==> src/rtl/mem_responder.sv <==
// 64 x 8 memory target with one-cycle registered responses, a write-protected
// upper region, and saturating write/read access counters.
module mem_responder #(
  parameter logic [5:0]  PROT_BASE = 6'h38,
  parameter int unsigned CNT_W     = 16
) (
  input  logic             clk,
  input  logic             rst,
  input  logic             en,
  input  logic             wr,
  input  logic [5:0]       addr,
  input  logic [7:0]       din,
  output logic [7:0]       dout,
  output logic             rvalid,
  output logic             ack,
  output logic             err,
  output logic [CNT_W-1:0] wr_count,
  output logic [CNT_W-1:0] rd_count
);

  logic [7:0]       mem_q [64];
  logic [7:0]       dout_q, dout_d;
  logic             rvalid_q, rvalid_d;
  logic             ack_q, ack_d;
  logic             err_q, err_d;
  logic [CNT_W-1:0] wr_cnt_q, wr_cnt_d;
  logic [CNT_W-1:0] rd_cnt_q, rd_cnt_d;
  logic             do_wr, do_rd, do_err;

  // en gates every decode term so X on wr/addr/din while idle stays harmless
  always_comb begin
    do_wr    = en && wr && (addr < PROT_BASE);
    do_err   = en && wr && (addr >= PROT_BASE);
    do_rd    = en && !wr;
    rvalid_d = do_rd;
    ack_d    = do_wr;
    err_d    = do_err;
    dout_d   = dout_q;
    if (do_rd) begin
      dout_d = mem_q[addr];
    end
    wr_cnt_d = wr_cnt_q;
    if (do_wr && (wr_cnt_q != '1)) begin
      wr_cnt_d = wr_cnt_q + CNT_W'(1);
    end
    rd_cnt_d = rd_cnt_q;
    if (do_rd && (rd_cnt_q != '1)) begin
      rd_cnt_d = rd_cnt_q + CNT_W'(1);
    end
  end

  always_ff @(posedge clk) begin
    if (rst) begin
      for (int unsigned i = 0; i < 64; i++) begin
        mem_q[i] <= '0;
      end
      dout_q   <= '0;
      rvalid_q <= 1'b0;
      ack_q    <= 1'b0;
      err_q    <= 1'b0;
      wr_cnt_q <= '0;
      rd_cnt_q <= '0;
    end else begin
      if (do_wr) begin
        mem_q[addr] <= din;
      end
      dout_q   <= dout_d;
      rvalid_q <= rvalid_d;
      ack_q    <= ack_d;
      err_q    <= err_d;
      wr_cnt_q <= wr_cnt_d;
      rd_cnt_q <= rd_cnt_d;
    end
  end

  assign dout     = dout_q;
  assign rvalid   = rvalid_q;
  assign ack      = ack_q;
  assign err      = err_q;
  assign wr_count = wr_cnt_q;
  assign rd_count = rd_cnt_q;

endmodule

==> config.mk <==
export PLATFORM = sky130hd
export DESIGN_NAME = mem_responder
export DESIGN_NICKNAME = d
export VERILOG_FILES = /design/src/rtl/mem_responder.sv
export SDC_FILE = /design/constraint.sdc
export NUM_CORES = 1
export LEC_CHECK = 0
export ABC_AREA = 1
export CAP_MARGIN = 10
export CORE_UTILIZATION = 50
export DETAILED_ROUTE_END_ITERATION = 6
export PLACE_DENSITY = 0.7
export RECOVER_POWER = 50
export SLEW_MARGIN = 20
export SYNTH_ARGS = -nofsm -noshare
export SYNTH_HDL_FRONTEND = slang
export SYNTH_SLANG_ARGS = --single-unit
==> constraint.sdc <==
create_clock -name clk -period 2.1 [get_ports clk]
set_input_delay 0.42 -clock clk [delete_from_list [all_inputs] [get_ports clk]]
set_output_delay 0.42 -clock clk [all_outputs]
set_load 0.1 [all_outputs]
Word-level counts from Yosys, hierarchy flattened:

Memory sizes are Yosys's and may differ from the RTL's. A register that Yosys moved wholly into a read port is not among the register bits.
Index checks and enable logic that the tools add are counted.

* output and inout bits: 43
* flip-flop bits (word level): 35
* bits in writable memories: 512
* memories kept: 1
* bits of input ports: 18

Memory list
* mem_q: depth 64, bits a word 8, read ports 1, clocked after Yosys merged registers in 1, write ports 64, RTL line 21 `logic [7:0] mem_q [64];`

* add/sub/neg operators: 2
* order comparisons: 2
* mux-type cells: 8
* equal/unequal tests: 2
* reduce and logical (&&, ||, !) cells: 8

Operators with widths (number)
* $add 16x1->16 const B: 2
* $ne 16x16->1 const B: 2
* $mux 8: 1
* $reduce_or 8->1: 1
* $ge 6x6->1 const B: 1
* $logic_and 1x1->1: 6
* $lt 6x6->1 const B: 1
* $mux 1: 6
* $mux 6: 1
* $logic_not 1->1: 1

Longest topological paths before layout:

Gate-level depths: netlist (run 1).

* word-level depth: 7
* mapped depth: 13
* mapped depth without buffers: 12

Worst setup path before layout (run 1):

Ideal clock, no wire load.

* kind: register to register
* from: reg wr_cnt_q[1], in the netlist wr_count[1]
* to: reg wr_cnt_q[9], in the netlist wr_count[9]
* cell stages (with the launch flop): 13
* clock period less this slack: 2.498 ns
* data required time: 1.986 ns
* slack: -0.398 ns
* data arrival time: 2.385 ns
* library setup time: 0.114 ns
* path buffers: 0
* path through: dfxtp_1 -> ha_1 -> nand2_1 -> inv_1 -> nand2_1 -> nor2_1 -> nand3_1 -> nand2_1 -> clkinv_1 -> nand2_1 -> nand2_1 -> nand2_1 -> nor2_1

* cells in the longest elaborated chain, start to end: 2
* elaborated cells on any way between the ends: 3
* classes of those cells: 1 x add/sub; 1 x eq/ne; 1 x reduce/logical

Ends and longest elaborated chain
* start, declared: RTL line 26 `logic [CNT_W-1:0] wr_cnt_q, wr_cnt_d;`
* start signal, assigned: RTL line 71 `wr_cnt_q <= wr_cnt_d;`
* parallel branches: the longest is 2 deep, another holds $add 16x1->16

Parallel ways; which one is timed is not known.
A chain may end at the register's enable or synchronous reset.

==> impl_results.md, run 1 <==
* Xor-xnor portion of the synthesized cell area at less than 1%
* Cells after synthesis at approximately 3000
* R2R Path Start: rd_count[0]
* Post-detailed-route count of antenna-violating nets at 0
* Failing checks: max-capacitance violations, max-slew violations
* Post-synthesis cell type count at 36
* RSZ-0062 raised after global routing: no
* Clock-pin slew on the worst setup and hold paths at 0.06 ns
* CTS sink cnt at between 500 and 600
* CTS Buf Count at 58
* Hold Startpoint: rst
* GPL Wtd Cong at just under 1
* DRC Markers at 0
* Final #Nets at roughly 3300
* Leakage power at 0.0145 uW
* N_diodes at 0
* Mapped Avg Cell Area at 8.93 um2
* Largest area contributor in the netlist: edfxtp_1
* Core Rows at 84
* Most frequent cells in the layout: 729 x nand2_1, 607 x nor2_1, 512 x edfxtp_1
* Largest family of logic cells by synthesized area: simple AND/OR/NAND/NOR gates
* Final HPWL DP at ~47000 um
* Initial Util at 50.7%
* Hold EP: ack
* Setup Skew at between 0.02 and 0.025 ns
* Hold slack at between 0.3 and 0.4 ns
* Vias after detailed routing at just over 20000
* Clock Tree Root: clkbuf_16
* Core area at about 0.053 mm2
* Worst skew pair latency at approximately 0.62 ns
* Slowest cell on crit path: clkdlybuf4s50_1
* Largest net degree at the start of global routing at 89
* GRT Total Usage at a little over a quarter
* Final setup violation count at 0
* Synth area leaders: edfxtp_1 58%, nand2_1 9.9%, nor2_1 8.6%
* Die height at around 230 um
* Most common cell after layout, fill and taps aside: nand2_1
* Synth warn at 0
* CTS H-tree lvls at 2
* CP max stage delay at ~0.46 ns
* R2R setup slack at 0.26 ns
* Vias in the first global route at between 15000 and 20000
* Post-synthesis compound-gate area fraction at about 3.3%
* Initial antenna violation count at 2
* Gr ovfl total at 0
* Endpoints failing hold at 0
* Final worst-path cycle share at 95.7%
* Actual slew at the worst max-slew pin at approximately 2 ns
* Max-slew headroom at -33.7%
* Routed len/inst at 17.2 um
* Cell area after synthesis at 0.0266 mm2
* Overall die width at roughly 230 um
* Layout Utilization at roughly three fifths
* Signal arrival time at the worst endpoint at around 2.4 ns
* Inst Count DP at about 3900
* DP Worst Slack at -0.805 ns
* Crit path kind: input port to flip-flop
* Total Wirelength at just under 70000 um
* Area Growth Syn to Fin at 20.2%
* Peak Freq at roughly 0.50 GHz
* Pwr dens at 798 mW/mm2
* Reg-to-reg endpoint: rd_count[13]
* First DRT Iteration DRCs at approximately 1700
* 1st-pass router iterations at 6
* Critical path required time at 2.44 ns
* Startpoint Class: input port
* Non-Filler Instances at 4018
* Final WS setup at approximately 0.09 ns
* Mux contribution to synthesized area at 0%
* Maximum fanout along the worst path at 16
* Post-CTS Setup Bufs at 0
* Worst r2r path cells at 9
* Seq/Total Area, Yosys at 60.9%
* Hold/Removal Path Class: input port to flip-flop
* Hold Path Depth at 5
* Peak VDD IR at 0.669 mV
* Die area at 0.0542 mm2
* Simple-Gate Fraction of Synth Area at ~26%
* Vias per cell at 5.10
* I/O pins at 61
* Max Buffers Root-to-Sink at 3
* Port Buffers at 60
* Share of the synthesized area in the top cell type at between 50% and 60%
* Crit-path cells: clkdlybuf4s50_1 -> buf_4 -> buf_4 -> inv_1 -> nor3_1 -> buf_12 -> nand3_1 -> nand2_1 -> buf_12
* Critical Path End Type: flip-flop
* Slew Limit Fails at a little under 90
* Max cap viols at 1
* CTS tree: yes
* Adder-Cell Fraction of Synth Area at 0.0939%
* Final min period at approximately 2.0 ns
* Setup TNS at 0 ns
* Layout cell share with drive strength beyond 1 at a little over an eighth
* #FFs+latches synth at ~560
* First-pass GRT wire length at 108000 um
* Hold buffers post-CTS at 0
* Status: finished with violations
per-stage QoR:
step	power, uW	area, um2
2_1_floorplan	14300	26900
3_3_place_gp	15400	30600
3_5_place_dp	15500	30600
4_1_cts	25700	32500
5_1_grt	26300	32000
6_report	25600	32000
power by group:
part | leakage (uW) | internal, uW | switching (uW)
logic | 0.00829 | 809 | 1620
clock network | 0.000936 | 6130 | 4230
registers | 0.00523 | 12600 | 167
total | 0.0145 | 19600 | 6020
sequential cells by signal, indices dropped and copies added (netlist names):
| register | count |
|---|---|
| ack | 1 |
| dout | 8 |
| err | 1 |
| mem_q | 512 |
| rd_count | 16 |
| rvalid | 1 |
| wr_count | 16 |
final cells by class:
cell class                      count  area (um2)
Tap cell                          688         861
Multi-Input combinational cell   1867        8040
Clock buffer                       73        1570
Sequential cell                   555       16200
Timing Repair Buffer              335        3210
Inverter                          466        1750
Fill cell                        4369       20500
Clock inverter                     34         344
timing repair:
| item | in CTS | in global routing |
|---|---|---|
| gates resized for setup | 2 | 5 |
| pin swaps | 0 | 0 |
| endpoints found under the setup margin | 1 | 2 |
cell families after synthesis:
logic type      count (synthesis)
simple gates                 1638
buf+inv                       625
flops                         555
xor+xnor                       11
fa+ha+maj                       2
compound gates                152
other cells                     1
how the worst max path moves through the flow:
stage               slack (ns)      endpoint  depth (start not counted)    startpoint
floorplan               -0.004   wr_count[9]                          9  wr_count[13]
detailed placement       -0.81       dout[6]                         14       addr[2]
global placement         -0.76       dout[6]                         14       addr[2]
finish                    0.09  mem_q[48][5]                          9       addr[5]
global route              0.01       dout[7]                         14       addr[1]
CTS                       0.02       dout[6]                         14       addr[2]
metal layers:
layer  global-route usage [%]  vias to the layer above  share of wire, %
li1                         -                     9950                 -
met1                     34.4                     9650                41
met2                     44.1                      741                48
met3                     3.35                      146               7.2
met4                     9.68                        0               3.5
met5                        0                        -                 0
Yosys cell counts:
| cell type | count |
|---|---|
| dfxtp_1 | 43 |
| inv_2 | 12 |
| xnor2_1 | 4 |
| xor2_1 | 7 |
| a211oi_1 | 1 |
| nand2_2 | 37 |
| nand3_4 | 1 |
| buf_6 | 2 |
| nand3_2 | 1 |
| nor2_4 | 9 |
| o21ai_0 | 74 |
| nor2_2 | 5 |
| or2_2 | 25 |
| o211ai_1 | 48 |
| inv_1 | 451 |
| ha_1 | 2 |
| nand2_1 | 704 |
| nand2_4 | 5 |
| clkbuf_1 | 79 |
| a21oi_1 | 27 |
| and3_1 | 2 |
| buf_4 | 21 |
| buf_2 | 54 |
| nand3_1 | 206 |
| nor3_1 | 12 |
| o21ai_1 | 2 |
| buf_1 | 3 |
| nor4_4 | 1 |
| clkinv_1 | 3 |
| or2_1 | 2 |
| nor3_4 | 8 |
| nand4_1 | 6 |
| conb_1 | 1 |
| nor2_1 | 609 |
| nor3_2 | 5 |
| edfxtp_1 | 512 |
worst max-delay path, delay by kind of cell:
kind          cells  cell delay (ns)
buf+inv           6             1.23
simple gates      3             0.68
Power figures use the tool's default switching activity.
==> run 2, diff against run 1 <==
- clock period: 2.1 -> 2.3 ns (I/O delays scaled with it)
==> run 2 against run 1 <==
Net effect:
- the flow still finishes with violations (max-capacitance violations, max-slew violations)
- clock skew about the same
- global-route usage grew 0.33 points
- non-clock buffer count fell by 5
- design area down 0.90%
- largest power group unchanged
==> impl_results.md, run 2 (synthesized netlist as in run 1, its figures left out) <==
* Hold Path Depth at 5 (unchanged)
* Critical path required time at 2.80 ns (+0.36 ns)
* Layout cell share with drive strength beyond 1 at 12.4% (-1.2 points)
* Routed len/inst at 17.6 um (+2.2%)
* Proportion of power drawn by flip-flops and latches at 50.9% (+0.9 points)
* Vias after detailed routing at 20700 (+1.3%)
* RSZ-0062 raised after global routing: no
* Failing checks: max-capacitance violations, max-slew violations
* CTS sink cnt at 555 (unchanged)
* Final worst-path cycle share at 94.5%
* Initial Util at 50.7% (unchanged)
* Startpoint Class: input port
* Slew Limit Fails at 89 (unchanged)
* Max cap viols at 1 (unchanged)
* Filler cells at 4521 (+3.5%)
* Largest net degree at the start of global routing at 89 (unchanged)
* Max Buffers Root-to-Sink at 3 (unchanged)
* NetSw at 5460 uW (-9.3%)
* Clk pwr share at 39.6% (-0.9 points)
* Post_cts resized at 0 (-2)
* Gr ovfl total at 0 (unchanged)
* First DRT Iteration DRCs at 2228 (+33%)
* Critical Path End Type: flip-flop
* Die area at 0.0542 mm2 (unchanged)
* Die height at 233 um (unchanged)
* Hold/Removal Path Class: input port to flip-flop
* Port Buffers at 60 (unchanged)
* Core Rows at 84 (unchanged)
* Leakage power at 0.0143 uW (-1.0%)
* First-pass GRT wire length at 109000 um (+1.7%)
* Endpoints failing hold at 0 (unchanged)
* GPL Wtd Cong at 0.918 (-5.7%)
* Final HPWL DP at 47800 um (+2.5%)
* Initial antenna violation count at 0 (-2)
* Peak Freq at around 0.46 GHz
* Peak VDD IR at 0.543 mV (-19%)
* Total Wirelength at 70500 um (+1.9%)
* Area Growth Syn to Fin at 19.2%
* Most common cell after layout, fill and taps aside: nand2_1
* 1st-pass router iterations at 6 (unchanged)
* Total power draw at 23000 uW (-10%)
* Post-detailed-route count of antenna-violating nets at 0 (unchanged)
* Clock Tree Root: clkbuf_16
* N_diodes at 0 (unchanged)
* Max-slew headroom at -38.5% (-4.8 points)
* Crit path kind: input port to flip-flop
* Overall die width at 233 um (unchanged)
* Signal arrival time at the worst endpoint at 2.67 ns (+0.32 ns)
* GRT Total Usage at 26.5% (+0.33 points)
* Maximum fanout along the worst path at 32 (+16)
* Actual slew at the worst max-slew pin at 2.08 ns (+0.0726 ns)
* CTS Buf Count at 56 (-3.4%)
* CTS tree: yes
* Switching share of power at 23.7% (+0.22 points)
* Final setup violation count at 0 (unchanged)
* Cell Int Power at 17500 uW (-10%)
* Core area at 0.0526 mm2 (unchanged)
* Status: finished with violations
* Combinational group share of total power at 9.6% (about the same)
* Vias in the first global route at 19900 (+0.72%)
* I/O pins at 61 (unchanged)
* Most frequent cells in the layout: 737 x nand2_1, 610 x nor2_1, 512 x edfxtp_1
* Hold buffers post-CTS at 0 (unchanged)
* Worst skew pair latency at 0.62 ns (about the same)
* Final #Nets at 3296 (-0.21%)
* Clock-pin slew on the worst setup and hold paths at 0.06 ns (about the same)
* CTS H-tree lvls at 2 (unchanged)
* Setup Skew at 0.0217 ns (+0.000200 ns)
* Vias per cell at 5.18 (+1.5%)
* Post-CTS Setup Bufs at 0 (unchanged)
* Pwr dens at 724 mW/mm2 (-9.3%)
* Worst r2r path cells at 8 (-1)
* Max reg flops at 512 (unchanged)
* Top reg by flops: mem_q
* Final min period at approximately 2.2 ns
* DRC Markers at 0 (unchanged)
* Hold slack at 0.453 ns (+0.0688 ns)
## run 2: cell count changes in the layout (fill, tap and decap cells not counted), sizes merged, moves of 2 or more
cell / change
buf: -6
clkbuf: -4
clkdlybuf4s50: -2
clkinv: +2
dlygate4sd3: +2
## run 2: metrics by stage
step	setup TNS (ns)	std cells	setup WS (ns)	instance area, um2	util (%)
floorplan	0	3047	0.0710	26900	-
global placement	-82.07	3906	-0.572	30400	57.9
detailed placement	-99.09	3906	-0.516	30400	57.9
CTS	0	4007	0.110	32200	61.3
global route	0	4007	0.0315	31700	60.4
finish	0	4007	0.127	31700	60.4
## run 2: layout make-up
cell class                 instances  area, um2  share of cell area (%)
inverter                         466       1750                    5.53
sequential                       555      16200                    51.2
multi-input combinational       1867       8020                    25.3
timing repair buffer             330       3080                    9.69
tap                              688        861                    2.71
clock buffer                      67       1460                    4.61
clock inverter                    34        332                    1.04
## run 2: path summary, 6_finish.rpt
path / slack (ns) / to / start
worst min-delay path: 0.45 / ack / rst
worst min register to register: 0.48 / rd_count[4] / rd_count[4]
worst max-delay path: 0.13 / dout[5] / addr[2]
worst max register to register: 0.31 / rd_count[1] / rd_count[1]
## run 2: power groups by stage
stage / combinational, uW / sequential (uW) / clock, uW
3_5_place_dp: 2200 / 11900 / 0
5_1_grt: 2380 / 11700 / 9540
4_1_cts: 2210 / 11700 / 9220
3_3_place_gp: 2170 / 11900 / 0
2_1_floorplan: 1140 / 11900 / 0
6_report: 2200 / 11700 / 9100
## run 2: worst max-delay path: stages
cell and delay, ns:
clkdlybuf4s50_1 0.51, buf_4 0.17, nor2_4 0.05, buf_12 0.16, nand3_1 0.09, nand2_1 0.08, o21ai_0 0.64, nand2_1 0.15
nor2_1 0.16, nand3_1 0.09, nand2_1 0.06, inv_1 0.04
## run 2: routing by layer
layer	vias up	wire, um	global-route usage, %
li1	9923	-	-
met1	9803	28900	35.5
met2	861	33200	43.3
met3	157	5900	4.29
met4	0	2560	9.89
met5	-	0	0
